--- src/rtl/mem_bus_arbiter.sv ---
// Shares one memory port between the CPU (absolute priority, never stalled) and a DMA master
// that issues bursts one beat at a time in CPU-idle cycles.
module mem_bus_arbiter #(
   parameter int ADDR_STEP = 2,
   parameter int LEN_W     = 8
) (
   input  logic             clk,
   input  logic             rst_n,
   input  logic             cpu_memread,
   input  logic [1:0]       cpu_memwrite,
   input  logic [31:0]      cpu_addr,
   input  logic [31:0]      cpu_wdata,
   output logic [31:0]      cpu_rdata,
   input  logic             dma_req,
   input  logic             dma_we,
   input  logic [31:0]      dma_addr,
   input  logic [LEN_W-1:0] dma_len,
   input  logic [31:0]      dma_wdata,
   output logic             dma_gnt,
   output logic             dma_beat,
   output logic [31:0]      dma_rdata,
   output logic             dma_rvalid,
   output logic             dma_done,
   output logic             mem_read,
   output logic [1:0]       mem_write,
   output logic [31:0]      mem_addr,
   output logic [31:0]      mem_wdata,
   input  logic [31:0]      mem_rdata
);

   typedef enum logic [1:0] {
      ST_IDLE  = 2'd0,
      ST_XFER  = 2'd1,
      ST_DRAIN = 2'd2,
      ST_DONE  = 2'd3
   } state_e;

   localparam logic [LEN_W-1:0] LEN_ZERO = LEN_W'(0);
   localparam logic [LEN_W-1:0] LEN_ONE  = LEN_W'(1);
   localparam logic [31:0]      ADDR_INC = 32'(ADDR_STEP);

   state_e           state_q, state_d;
   logic             we_q, we_d;
   logic [31:0]      cur_addr_q, cur_addr_d;
   logic [LEN_W-1:0] remaining_q, remaining_d;
   logic             gnt_q, gnt_d;
   logic             done_q, done_d;
   logic             rd_pend_q, rd_pend_d;
   logic             rvalid_q, rvalid_d;
   logic [31:0]      rdata_q, rdata_d;
   logic             cpu_act_s;
   logic             beat_s;

   assign cpu_act_s  = cpu_memread | (cpu_memwrite != 2'd0);
   // A dropped request suppresses the beat in the very cycle it falls.
   assign beat_s     = (state_q == ST_XFER) && (remaining_q != LEN_ZERO) && dma_req && !cpu_act_s;
   assign cpu_rdata  = mem_rdata;
   assign dma_gnt    = gnt_q;
   assign dma_beat   = beat_s;
   assign dma_rdata  = rdata_q;
   assign dma_rvalid = rvalid_q;
   assign dma_done   = done_q;

   // Burst sequencing and the read-return pipeline.
   always_comb begin
      state_d     = state_q;
      we_d        = we_q;
      cur_addr_d  = cur_addr_q;
      remaining_d = remaining_q;
      case (state_q)
         ST_IDLE: begin
            if (dma_req) begin
               we_d        = dma_we;
               cur_addr_d  = dma_addr;
               remaining_d = dma_len;
               state_d     = (dma_len == LEN_ZERO) ? ST_DONE : ST_XFER;
            end else begin
               state_d = ST_IDLE;
            end
         end
         ST_XFER: begin
            if (!dma_req) begin
               state_d = ST_IDLE;
            end else if (beat_s) begin
               cur_addr_d  = cur_addr_q + ADDR_INC;
               remaining_d = remaining_q - LEN_ONE;
               if (remaining_q == LEN_ONE) begin
                  state_d = we_q ? ST_DONE : ST_DRAIN;
               end else begin
                  state_d = ST_XFER;
               end
            end else begin
               state_d = ST_XFER;
            end
         end
         ST_DRAIN: state_d = ST_DONE;
         ST_DONE:  state_d = ST_IDLE;
         default:  state_d = ST_IDLE;
      endcase
      gnt_d     = (state_d == ST_XFER) || (state_d == ST_DRAIN);
      done_d    = (state_d == ST_DONE);
      rd_pend_d = beat_s && !we_q;
      rvalid_d  = rd_pend_q;
      rdata_d   = rd_pend_q ? mem_rdata : rdata_q;
   end

   // Memory command mux: CPU first, then the pending DMA beat, else idle.
   always_comb begin
      mem_read  = 1'b0;
      mem_write = 2'd0;
      mem_addr  = 32'd0;
      mem_wdata = 32'd0;
      if (cpu_act_s) begin
         mem_read  = cpu_memread;
         mem_write = cpu_memwrite;
         mem_addr  = cpu_addr;
         mem_wdata = cpu_wdata;
      end else if (beat_s) begin
         mem_addr  = cur_addr_q;
         mem_read  = !we_q;
         mem_write = we_q ? 2'd2 : 2'd0;
         mem_wdata = we_q ? dma_wdata : 32'd0;
      end else begin
         mem_read  = 1'b0;
         mem_write = 2'd0;
         mem_addr  = 32'd0;
         mem_wdata = 32'd0;
      end
   end

   // State and registered outputs.
   always_ff @(posedge clk or negedge rst_n) begin
      if (!rst_n) begin
         state_q     <= ST_IDLE;
         we_q        <= 1'b0;
         cur_addr_q  <= 32'd0;
         remaining_q <= LEN_ZERO;
         gnt_q       <= 1'b0;
         done_q      <= 1'b0;
         rd_pend_q   <= 1'b0;
         rvalid_q    <= 1'b0;
         rdata_q     <= 32'd0;
      end else begin
         state_q     <= state_d;
         we_q        <= we_d;
         cur_addr_q  <= cur_addr_d;
         remaining_q <= remaining_d;
         gnt_q       <= gnt_d;
         done_q      <= done_d;
         rd_pend_q   <= rd_pend_d;
         rvalid_q    <= rvalid_d;
         rdata_q     <= rdata_d;
      end
   end

endmodule

--- config.mk ---
export PLATFORM = sky130hd
export DESIGN_NAME = mem_bus_arbiter
export DESIGN_NICKNAME = d
export VERILOG_FILES = /design/src/rtl/mem_bus_arbiter.sv
export SDC_FILE = /design/constraint.sdc
export NUM_CORES = 1
export LEC_CHECK = 0
export ABC_AREA = 1
export CAP_MARGIN = 20
export CORE_ASPECT_RATIO = 1.4
export CORE_MARGIN = 2
export CORE_UTILIZATION = 39
export DETAILED_ROUTE_END_ITERATION = 10
export PLACE_DENSITY = 0.83
export SYNTH_ARGS = -nofsm -noshare
export SYNTH_HDL_FRONTEND = slang
export SYNTH_SLANG_ARGS = --single-unit
--- constraint.sdc ---
create_clock -name clk -period 2.1 [get_ports clk]
set_clock_uncertainty 0.05 [all_clocks]
set_input_delay 0.42 -clock clk [delete_from_list [all_inputs] [get_ports clk]]
set_output_delay 0.42 -clock clk [all_outputs]
set_load 0.02 [all_outputs]
==> flow_summary.yaml <==
drt:
  first_iter_violations: 300
  antenna_left: 0
  viasPerCell: 4.97
  drt-pass1-iter-count: 7
  vias: 6575
  wire_per_inst_um: 16.4
  wirelength_um: 21700
  route.detailed.drc: 0
yosys:
  synthCells: 838
  synth-edff-count: 0
  synth_compound_area_share_pct: 9.60
  synth_warnings: 0
  synthAdderAreaFrac_pct: 1.13
  synth_area_mm2: 0.00553
  synth_xor_xnor_area_share_pct: 0.634
  syn-num-nets: 1018
  synth.avg_cell_area_um2: 6.59
  synth_cell_types: 28
  synth-seq-area-share_pct: 35.8
  synth_top_family_by_area: "simple AND/OR/NAND/NOR gates"
  synth_flop_cell: "dfrtp_1"
  synth-async-reset-ratio_pct: 100
  ys_ff_latch: 79
  yosys.area_share.simple_pct: 34.8
  synthMuxAreaShare_pct: 6.52
final_layout:
  final_net_count: 1317
  areaGrowthSynthToFinish_pct: 72.1
  finalCoreUtilization_pct: 68.4
  drive_above_1_share_pct: 18.4
timing:
  setup_ws_ps: -295
  finalSetupViolCount: 67
  period_minus_slack_ps: 2400
  rsz0062_at_grt: "yes"
  slew_viol_final: 0
  hold_viol_final: 0
  period_share_pct: 114
  slew_headroom_pct: 59.1
  tightestPinTransition_ps: 614
  max_freq_ghz: 0.417
placed_design:
  post-place-ws_ps: -732
  port_buffers: 309
  hpwlAfterDp_um: 15600
  place_congestion: 0.924
die:
  start_util_pct: 39.7
  die_w_um: 105
  die_h_um: 145
  dieArea_mm2: 0.0152
  core-area_mm2: 0.0139
  rows: 51
  io_pins: 310
global_routing:
  met2_usage_pct: 45.7
  antenna_found_initial: 0
  grt_max_degree: 59
  grt_pass1_vias: 6070
  grt_pass1_wl_um: 30800
  grt-ovfl-total: 0
  grt.total_usage_pct: 25.4
  top_usage_layer: "met2"
  grtUsageMet3_pct: 4.97
  grt_use_met1_pct: 30.0
job:
  drv_cap: 0
clock_network:
  cts.htree.levels: 3
  cts.path.max_buffers: 2
  clkTransAtPathRegs_ps: 60
  root_buffer: "clkbuf_16"
  cts_tree: "yes"
  clk_latency_ps: 340
  cts_buffers: 9
  cts_sinks: 79
worst_setup_path:
  ff2ff_setup_slack_ps: 50
  r2r_end: "cur_addr_q[28]$_DFFE_PN0P_"
  timing.critical_path.fanout_max: 6
  cp.arrival_ps: 1930
  cp-startpoint: "remaining_q[0]$_DFFE_PN0P_"
  r2r_start: "remaining_q[0]$_DFFE_PN0P_"
  crit_required_ps: 1630
  cp-start-kind: "flop"
  r2r_cells: 13
  endpoint: "mem_addr[22]"
  crit_path_end_kind: "output port"
  path_class: "reg -> out"
outcome:
  status: "finished with violations"
  failed_checks: "setup timing"
power:
  peakVddDrop_mv: 0.499
  power.density_mw_per_mm2: 822
  totalPowerFinal_w: 0.00782
  p_leak_nw: 4.44
worst_hold_path:
  min_from: "dma_rdata[23]$_DFFE_PN0P_"
  min_path_type: "reg -> reg"
-- critical path: stages (launching register included) --
cell and delay [ps]:
dfrtp_1 380, inv_2 60, ha_4 150, nor3b_4 140
nand2_2 140, nand2_8 110, buf_12 160, clkbuf_16 160
o21ai_2 140, buf_6 140
-- cell families (layout without fill, tap and decap cells) --
logic type,after synthesis,count (layout)
AND/OR/NAND/NOR,487,487
buffers and inverters,128,428
AO/OA/AOI/OAI,103,103
flip-flops,79,79
multiplexers,32,32
adder cells (fa/ha/maj),5,5
XOR/XNOR,4,4
other,0,1
-- cell type report --
type,instances,area (um^2)
fill,1185,4400
timing repair buffer,358,3620
multi-input combinational,631,3180
sequential,79,1980
clock buffer,10,239
tap,185,231
inverter,58,228
clock inverter,2,35.0
antenna,1,2.50
-- flip-flops by register name, summed over array words and instances, names as in the netlist --
register,cells
cur_addr_q,32
dma_done,1
dma_gnt,1
dma_rdata,32
dma_rvalid,1
rd_pend_q,1
remaining_q,8
state_q,2
we_q,1
-- worst min-delay path by stage --
stage	endpoint	slack, ps	cells past startpoint
2_1_floorplan	cur_addr_q[0]$_DFFE_PN0P_	70	0
3_3_place_gp	cur_addr_q[2]$_DFFE_PN0P_	350	1
3_5_place_dp	cur_addr_q[2]$_DFFE_PN0P_	350	1
4_1_cts	dma_rdata[23]$_DFFE_PN0P_	440	1
5_1_grt	dma_rdata[23]$_DFFE_PN0P_	460	1
6_report	dma_rdata[23]$_DFFE_PN0P_	430	1
-- through the flow --
stage	std cells	cell area (um^2)	setup TNS, ps	hold slack [ps]
final	1324	9510	-14280	435
after global routing	1323	9510	-18080	455
after CTS	1313	9010	-14250	439
after detailed placement	1296	8750	-47940	351
after global placement	1296	8750	-45150	350
after floorplan	838	5530	-200	74.4
-- layer usage --
metal | up-vias | share of wire [%]
met5 | - | 0
met3 | 34 | 6.6
met1 | 3054 | 39
met2 | 268 | 52
li1 | 3219 | -
met4 | 0 | 1.9
-- synth_stat cells, types with 3 or more instances --
| cell type | n | area share (%) |
|---|---|---|
| buf_1 | 3 | 0.20 |
| buf_2 | 12 | 1.1 |
| buf_4 | 34 | 4.6 |
| clkbuf_1 | 19 | 1.3 |
| dfrtp_1 | 79 | 36 |
| ha_1 | 5 | 1.1 |
| inv_1 | 54 | 3.7 |
| inv_2 | 3 | 0.20 |
| mux2_2 | 30 | 6.1 |
| nand2_1 | 328 | 22 |
| nand3_1 | 47 | 4.3 |
| nor2_1 | 103 | 7.0 |
| o21ai_0 | 71 | 6.4 |
| o21ai_1 | 25 | 2.3 |
-- power breakdown --
group / internal (W) / switching [W]
clock: 0.000923 / 0.000577
combinational: 0.00178 / 0.00203
sequential: 0.00205 / 0.000466
-- repair_timing --
item                                    in CTS  in global routing
gates resized for setup                    343                185
endpoints found under the setup margin      68                 85
cloned                                       2                  7
endpoints found under the hold margin       21                  0
hold buffers                                 1                  0
pin swaps                                    5                  5
buffers inserted                             2                  4
-- placed cells by master (no fill, tap or decap), drive strengths merged --
cell type      Yosys  routed
nand2            330     330
clkdlybuf4s50      0     239
buf               51     111
nor2             105     105
o21ai             96      96
dfrtp             79      79
inv               58      58
nand3             47      47
mux2              32      32
clkbuf            19      15
ha                 5       5
nor4               2       2
o211ai             2       2
a22o               2       2
nand4              2       2
xor2               2       2
xnor2              2       2
a21oi              2       2
dlygate4sd2        0       2
diode              0       1
nor3b              1       1
a21o               1       1
clkinv             0       1
bufinv             0       1
dlygate4sd3        0       1
(Power assumes the default switching activity.)
